<file path="config.mk">
export PLATFORM = sky130hd
export DESIGN_NAME = apb_timer_slave
export DESIGN_NICKNAME = d
export VERILOG_FILES = /design/src/rtl/apb_timer_slave.sv
export SDC_FILE = /design/constraint.sdc
export NUM_CORES = 1
export LEC_CHECK = 0
export ABC_AREA = 1
export CORE_UTILIZATION = 23
export DETAILED_ROUTE_END_ITERATION = 8
export HOLD_SLACK_MARGIN = 0.06
export SETUP_SLACK_MARGIN = 0.4
export SLEW_MARGIN = 5
export SYNTH_ARGS = -nofsm -noshare
export SYNTH_HDL_FRONTEND = slang
export SYNTH_SLANG_ARGS = --single-unit
</file>
<file path="constraint.sdc">
create_clock -name hclk -period 1.9 [get_ports hclk]
set_clock_uncertainty 0.2 [all_clocks]
set_input_delay 0.285 -clock hclk [delete_from_list [all_inputs] [get_ports hclk]]
set_output_delay 0.285 -clock hclk [all_outputs]
set_load 0.02 [all_outputs]
</file>
<file path="src/rtl/apb_timer_slave.sv">
// apb_timer_slave: zero-wait-state APB down-counting timer with prescaler, auto-reload and irq.
// Define TIMER_PWM_EN to build the COMPARE register and the registered pwm_out compare output.
module apb_timer_slave #(
  parameter int CNT_WIDTH = 32,
  parameter int PRE_WIDTH = 8
) (
  input  logic        hclk,
  input  logic        hreset,
  input  logic        psel,
  input  logic        penable,
  input  logic        pwrite,
  input  logic [31:0] paddr,
  input  logic [31:0] pwdata,
  output logic [31:0] prdata,
  output logic        irq,
  output logic        pwm_out
);

  localparam logic [2:0] ADDR_CTRL    = 3'd0;
  localparam logic [2:0] ADDR_LOAD    = 3'd1;
  localparam logic [2:0] ADDR_COUNT   = 3'd2;
  localparam logic [2:0] ADDR_STATUS  = 3'd3;
  localparam logic [2:0] ADDR_COMPARE = 3'd4;

  logic                 en, auto_rl, irq_en, exp_flag;
  logic [PRE_WIDTH-1:0] prescale, pre_cnt;
  logic [CNT_WIDTH-1:0] load_val, count;
  logic                 wr_en, rd_setup, tick, expire;
  logic [2:0]           addr;
  logic [31:0]          rd_mux;
  logic                 unused_ok;

  assign addr      = paddr[4:2];
  assign wr_en     = psel & penable & pwrite;
  assign rd_setup  = psel & ~penable & ~pwrite;
  assign tick      = en & (pre_cnt == prescale);
  assign expire    = tick & (count == '0);
  assign irq       = exp_flag & irq_en;
  assign unused_ok = ^{paddr[31:5], paddr[1:0], pwdata};

`ifdef TIMER_PWM_EN
  logic [CNT_WIDTH-1:0] compare;

  always_ff @(posedge hclk) begin
    if (hreset) begin
      compare <= '0;
      pwm_out <= 1'b0;
    end else begin
      if (wr_en && addr == ADDR_COMPARE) compare <= pwdata[CNT_WIDTH-1:0];
      pwm_out <= en & (count < compare);
    end
  end
`else
  assign pwm_out = 1'b0;
`endif

  always_comb begin
    rd_mux = '0;
    case (addr)
      ADDR_CTRL: begin
        rd_mux[0]              = en;
        rd_mux[1]              = auto_rl;
        rd_mux[2]              = irq_en;
        rd_mux[8 +: PRE_WIDTH] = prescale;
      end
      ADDR_LOAD:    rd_mux    = 32'(load_val);
      ADDR_COUNT:   rd_mux    = 32'(count);
      ADDR_STATUS:  rd_mux[0] = exp_flag;
`ifdef TIMER_PWM_EN
      ADDR_COMPARE: rd_mux    = 32'(compare);
`endif
      default:      rd_mux    = '0;
    endcase
  end

  always_ff @(posedge hclk) begin
    if (hreset) begin
      en       <= 1'b0;
      auto_rl  <= 1'b0;
      irq_en   <= 1'b0;
      prescale <= '0;
      pre_cnt  <= '0;
      load_val <= '0;
      count    <= '0;
      exp_flag <= 1'b0;
      prdata   <= '0;
    end else begin
      // prdata captured in setup so it is stable for the whole access phase
      if (rd_setup) prdata <= rd_mux;

      if (!en || tick) pre_cnt <= '0;
      else             pre_cnt <= pre_cnt + 1'b1;

      if (tick) begin
        if (count != '0) count <= count - 1'b1;
        else if (auto_rl) count <= load_val;
      end

      if (wr_en && addr == ADDR_LOAD) begin
        load_val <= pwdata[CNT_WIDTH-1:0];
        if (!en) count <= pwdata[CNT_WIDTH-1:0];
      end

      // a new expiry outranks a simultaneous W1C
      if (expire)                                           exp_flag <= 1'b1;
      else if (wr_en && addr == ADDR_STATUS && pwdata[0])   exp_flag <= 1'b0;

      if (wr_en && addr == ADDR_CTRL) begin
        en       <= pwdata[0];
        auto_rl  <= pwdata[1];
        irq_en   <= pwdata[2];
        prescale <= pwdata[8 +: PRE_WIDTH];
      end else if (expire && !auto_rl) begin
        en <= 1'b0;
      end
    end
  end

endmodule

</file>
* After elaboration in Yosys (flattened, before gate mapping) *
Index checks and enable logic that the tools add are counted.

operators by class
  $add $sub $neg = 2
  eq/ne operators = 4
  mux-type cells = 14
  bitwise logic cells = 9
  reductions and logical operators = 14

operators by type and width
  cell                                                 number
  two-way mux 32 bit                                   5
  zero test 32 bit                                     1
  one-hot mux 16 bit (2 select lines)                  1
  nonzero test 32 bit                                  1
  subtractor 32 x 1 -> 32 bit (second input constant)  1
  one-hot mux 8 bit (3 select lines)                   1
  one-hot mux 5 bit (2 select lines)                   1
  adder 8 x 1 -> 8 bit (second input constant)         1
  == test 8 bit                                        1
  AND 1 bit                                            7
  == test 3 x 2 -> 1 bit (second input constant)       2
  one-hot mux 2 bit (3 select lines)                   1
  logical AND 1 bit                                    5
  two-way mux 1 bit                                    4
  one-hot mux 1 bit (4 select lines)                   1
  nonzero test 2 bit                                   2
  == test 3 x 1 -> 1 bit (second input constant)       1
  zero test 3 bit                                      1
  zero test 1 bit                                      2
  inverter 1 bit                                       2
  OR reduction 2 bit                                   1
  logical OR 1 bit                                     1

storage, ports and cells
  bits in registers = 116
  input bits = 69
  output and inout port bits = 34
  logic and storage cells = 52

* Longest topological paths before layout *
Gate-level depths: netlist of run 1.

  depth in word-level cells = 6
  gate-level depth with buffers = 11
  gate-level depth less buffers = 11

* Worst setup path after synthesis of run 1 *
Ideal clock, no wire load.

  kind = flip-flop to flip-flop
  from = register count[0]
  to = register en
  setup time = 0.131 ns
  arrival time = 1.367 ns
  required time = 1.569 ns
  setup slack = 0.201 ns
  stages on the path, launching flop included = 11
  buffers on the path = 1
  clock period less this slack = 1.699 ns
  cells stage by stage = dfxtp_1 -> inv_1 -> ha_1 -> nand2_1 -> nor2_2 -> nand3_4 -> nor2_8 -> buf_6 -> nand4_1 -> nand2_1 -> a21oi_1

between the ends
  cells in the longest elaborated chain, start to end = 4

ends and longest elaborated chain
  item                                 line  RTL
  start, declared                      27    logic [CNT_WIDTH-1:0] load_val, count;
  start signal, assigned               95    if (count != '0) count <= count - 1'b1;
  start signal, assigned               96    else if (auto_rl) count <= load_val;
  start signal, assigned               101   if (!en) count <= pwdata[CNT_WIDTH-1:0];
  zero test 32 bit                     37    assign expire = tick & (count == '0);
  AND 1 bit                            37
  logical AND 1 bit                    113   end else if (expire && !auto_rl) begin
  nonzero test 2 bit (no source line)  n/a
  end signal, assigned                 109   en <= pwdata[0];
  end, declared                        25    logic en, auto_rl, irq_en, exp_flag;

No other way between the ends.
A chain may end at the register's enable or synchronous reset.

* Final worst setup path of run 1 *
  from = register count[16]
  to = register count[26]

between the ends
  cells in the longest elaborated chain, start to end = 5
  elaborated cells on any way between the ends = 6
  those cells by class = add/sub (1); mux (4); reduce/logical (1)

ends and longest elaborated chain
  item                                                                       line  RTL
  subtractor 32 x 1 -> 32 bit / nonzero test 32 bit (equally long branches)  95
  two-way mux 32 bit (*)                                                     95
  two-way mux 32 bit (*)                                                     94    if (tick) begin
  two-way mux 32 bit                                                         101
  two-way mux 32 bit (*)                                                     99    if (wr_en && addr == ADDR_LOAD) begin

Every way passes the cells marked *; elsewhere a longest branch is shown, timed or not.

==> flow_summary.yaml, run 1 <==
synth:
  syn_inst: 1034
  synth-seq-cells: 116
  synth_fp_nets: 1106
  yosys-top-cells-area: "dfxtp_1, nand2_1, o21ai_0, nor2_1, a21oi_1"
  synth_top_area_share_pct: 35.1
  yosysSeqAreaShare_pct: 35.1
  yosysTopAreaCell: "dfxtp_1"
  synth_area_mm2: 0.00662
  avgSynthCellArea_um2: 6.40
  ys_warn_count: 0
  ys_types: 40
job:
  cap_viol_max_count: 0
power_and_ir_drop:
  p_leak_nw: 4.19
  seqPwrFrac_pct: 33.6
  p_sw_share_pct: 30.6
  p_comb_share_pct: 23.4
  powerDensity_mw_per_mm2: 769
  p_clk_share_pct: 43.1
  internal_power_mw: 5.19
  p_sw_mw: 2.29
  power_mw: 7.47
  ir_worst_vdd_mv: 0.569
setup_path:
  r2r-start: "count[16]"
  cp-end-kind: "flop"
  cp-start-kind: "flop"
  crit_fanout: 11
  ff2ff_path_depth: 9
  r2r_end: "count[26]"
  required_ns: 2.05
  startpoint: "count[16]"
  crit_type: "reg2reg"
  endpoint: "count[26]"
  crit_arrival_ns: 1.94
  rrSetupSlack_ns: 0.11
clock_tree:
  clk_pin_slew_ns: 0.06
  cts_tree: "yes"
  htreeDepth: 4
  clkSinkCount: 116
  cts_root_buf: "clkbuf_16"
  ctsHoldBuffers: 0
  cts_made_buffers: 17
  clockBufferDepth: 2
  clk_latency_ns: 0.43
floorplanning:
  initial_core_util_pct: 23.6
  dieArea_mm2: 0.0295
  core-area_mm2: 0.0280
  fp-row-count: 61
  boundaryPins: 103
  die-height_um: 172
  die_width_um: 172
finish:
  layout_commonest_cell: "nand2_1"
  nNetsFinal: 1261
  fin_util_pct: 34.7
  drive_gt1_share_pct: 28.1
  multi_input_area_mm2: 0.00405
  final.fill_count: 2988
  register_area_mm2: 0.00237
  mostFrequentLayoutCells: "nand2_1, nor2_1, inv_1"
  fin_cells: 1581
  area_growth_syn_to_layout_pct: 46.9
sta:
  setup_tns_ns: 0
  setup_viol: 0
  rsz0062_at_grt: "yes"
  finalCritPeriodShare_pct: 94.1
  worst_hold_slack_ns: 0.174
  fmax_ghz: 0.559
  finalHoldViolCount: 0
  slew_violations: 0
  fin_crit_ns: 1.79
hold_path:
  hold_depth: 4
  min_path_type: "in2reg"
routing:
  drt_iter0_drc: 491
  drtPass1Iterations: 5
  viasPerCell: 4.69
  drc: 0
  wl_per_cell_um: 15.4
  ant_nets: 0
  drt_wl_total_mm: 24.4
  vias: 7421
placement:
  io_buffer_count: 72
  place_congestion: 0.902
  hpwl_mm: 16.5
  dp.cells: 1518
grt:
  grt_pass1_wl_mm: 36.4
  grt_usage_pct: 16.2
  grt_use_met1_pct: 21.0
  grt.overflow.total: 0
  grt_pass1_vias: 6826
  use_met3_pct: 3.68
  antenna_found_initial: 3
  busiest_layer: "met2"
  met2_usage_pct: 25.8
  grt_max_degree: 64
run_status:
  status: "completed"
[final cells by class]
class	count	area share (%)
repair buffers	183	17.6
diodes	1	0.0257
multi-input cells	742	41.6
inverters	128	5.44
flip-flops and latches	116	24.4
repair inverters	1	0.0772
clock buffers	20	4.70
clock inverters	12	1.34
well taps	378	4.86
[critical path, cell delays in order (launching register included)]
cell	delay, ns
dfxtp_2	0.36
nor2_1	0.12
nand2_1	0.12
nor2_4	0.17
nand2_4	0.10
nor2_8	0.15
buf_12	0.16
buf_12	0.12
a21oi_2	0.05
a21oi_2	0.16
[stage by stage]
step	worst slack, ns	area (um2)
after detailed placement	-0.380	8450
after global placement	-0.313	8450
after global routing	0.0253	9720
final	0.112	9720
after CTS	0.140	9320
after floorplan	0.290	6770
[worst min path at each step]
stage / slack [ns] / from / endpoint
after detailed placement: 0.25 / prdata[9] / prdata[9]
after global routing: 0.23 / psel / exp_flag
after global placement: 0.25 / load_val[21] / load_val[21]
after floorplan: 0.22 / pwdata[2] / irq_en
after CTS: 0.26 / prdata[9] / prdata[9]
final: 0.17 / psel / exp_flag
[cell usage after synthesis]
cell type / count
a211oi_1: 2
a21boi_0: 2
a21oi_1: 93
a22oi_1: 1
a31oi_1: 3
buf_2: 8
buf_4: 4
buf_6: 5
buf_8: 1
clkbuf_1: 31
clkbuf_4: 1
clkinv_2: 3
clkinv_4: 1
conb_1: 1
dfxtp_1: 116
ha_1: 3
inv_1: 120
inv_2: 4
nand2_1: 189
nand2_2: 3
nand2_4: 5
nand3_1: 55
nand3_2: 1
nand3_4: 1
nand4_1: 9
nor2_1: 158
nor2_2: 13
nor2_4: 5
nor2_8: 1
nor3_1: 6
nor3b_1: 1
nor4_1: 1
o211ai_1: 1
o21ai_0: 139
o21ai_1: 1
o221ai_1: 5
o22ai_1: 27
o31ai_1: 1
xnor2_1: 2
xor2_1: 11
[state kept, by name, indices dropped and copies added, names as in the netlist]
register  count
auto_rl       1
count        32
en            1
exp_flag      1
irq_en        1
load_val     32
prdata       32
pre_cnt       8
prescale      8
[kinds of logic after synthesis]
logic type                 synth area share (%)
xor gates and xnor gates                   1.72
buffers and inverters                      11.4
other                                    0.0566
DFF                                        35.1
and+or+nand+nor                            29.3
adders and majority gates                 0.567
AOI/OAI and AO/OA                          21.9
[repair_timing]
item                       4_1_cts  5_1_grt
setup endpoints to repair      144      113
pin swaps                       12       21
setup buffers                   10       12
resized for setup              217      105
gates cloned                     4        4
[power groups by stage]
stage	sequential, mW	combinational, mW	clock, mW
after floorplan	2.59	0.865	0
after detailed placement	2.57	1.43	0
after global placement	2.56	1.43	0
after global routing	2.51	1.88	3.36
final	2.51	1.75	3.22
after CTS	2.51	1.59	3.25
[metal layers]
| metal | part of all wire (%) | up-vias |
|---|---|---|
| li1 | - | 3703 |
| met1 | 45 | 3428 |
| met2 | 46 | 244 |
| met3 | 6.7 | 44 |
| met4 | 2.1 | 2 |
| met5 | 0.053 | - |
No activity file was read; power rests on OpenSTA's default activity.
==> run 2: changes to the inputs <==
--- a/config.mk
+++ b/config.mk
@@ -10,7 +10,7 @@
 export DETAILED_ROUTE_END_ITERATION = 8
 export HOLD_SLACK_MARGIN = 0.06
 export SETUP_SLACK_MARGIN = 0.4
-export SLEW_MARGIN = 5
+export SLEW_MARGIN = 20
 export SYNTH_ARGS = -nofsm -noshare
 export SYNTH_HDL_FRONTEND = slang
 export SYNTH_SLANG_ARGS = --single-unit
==> results of run 2 <==
The final DEF is identical to that of run 1; final timing and power are the same.
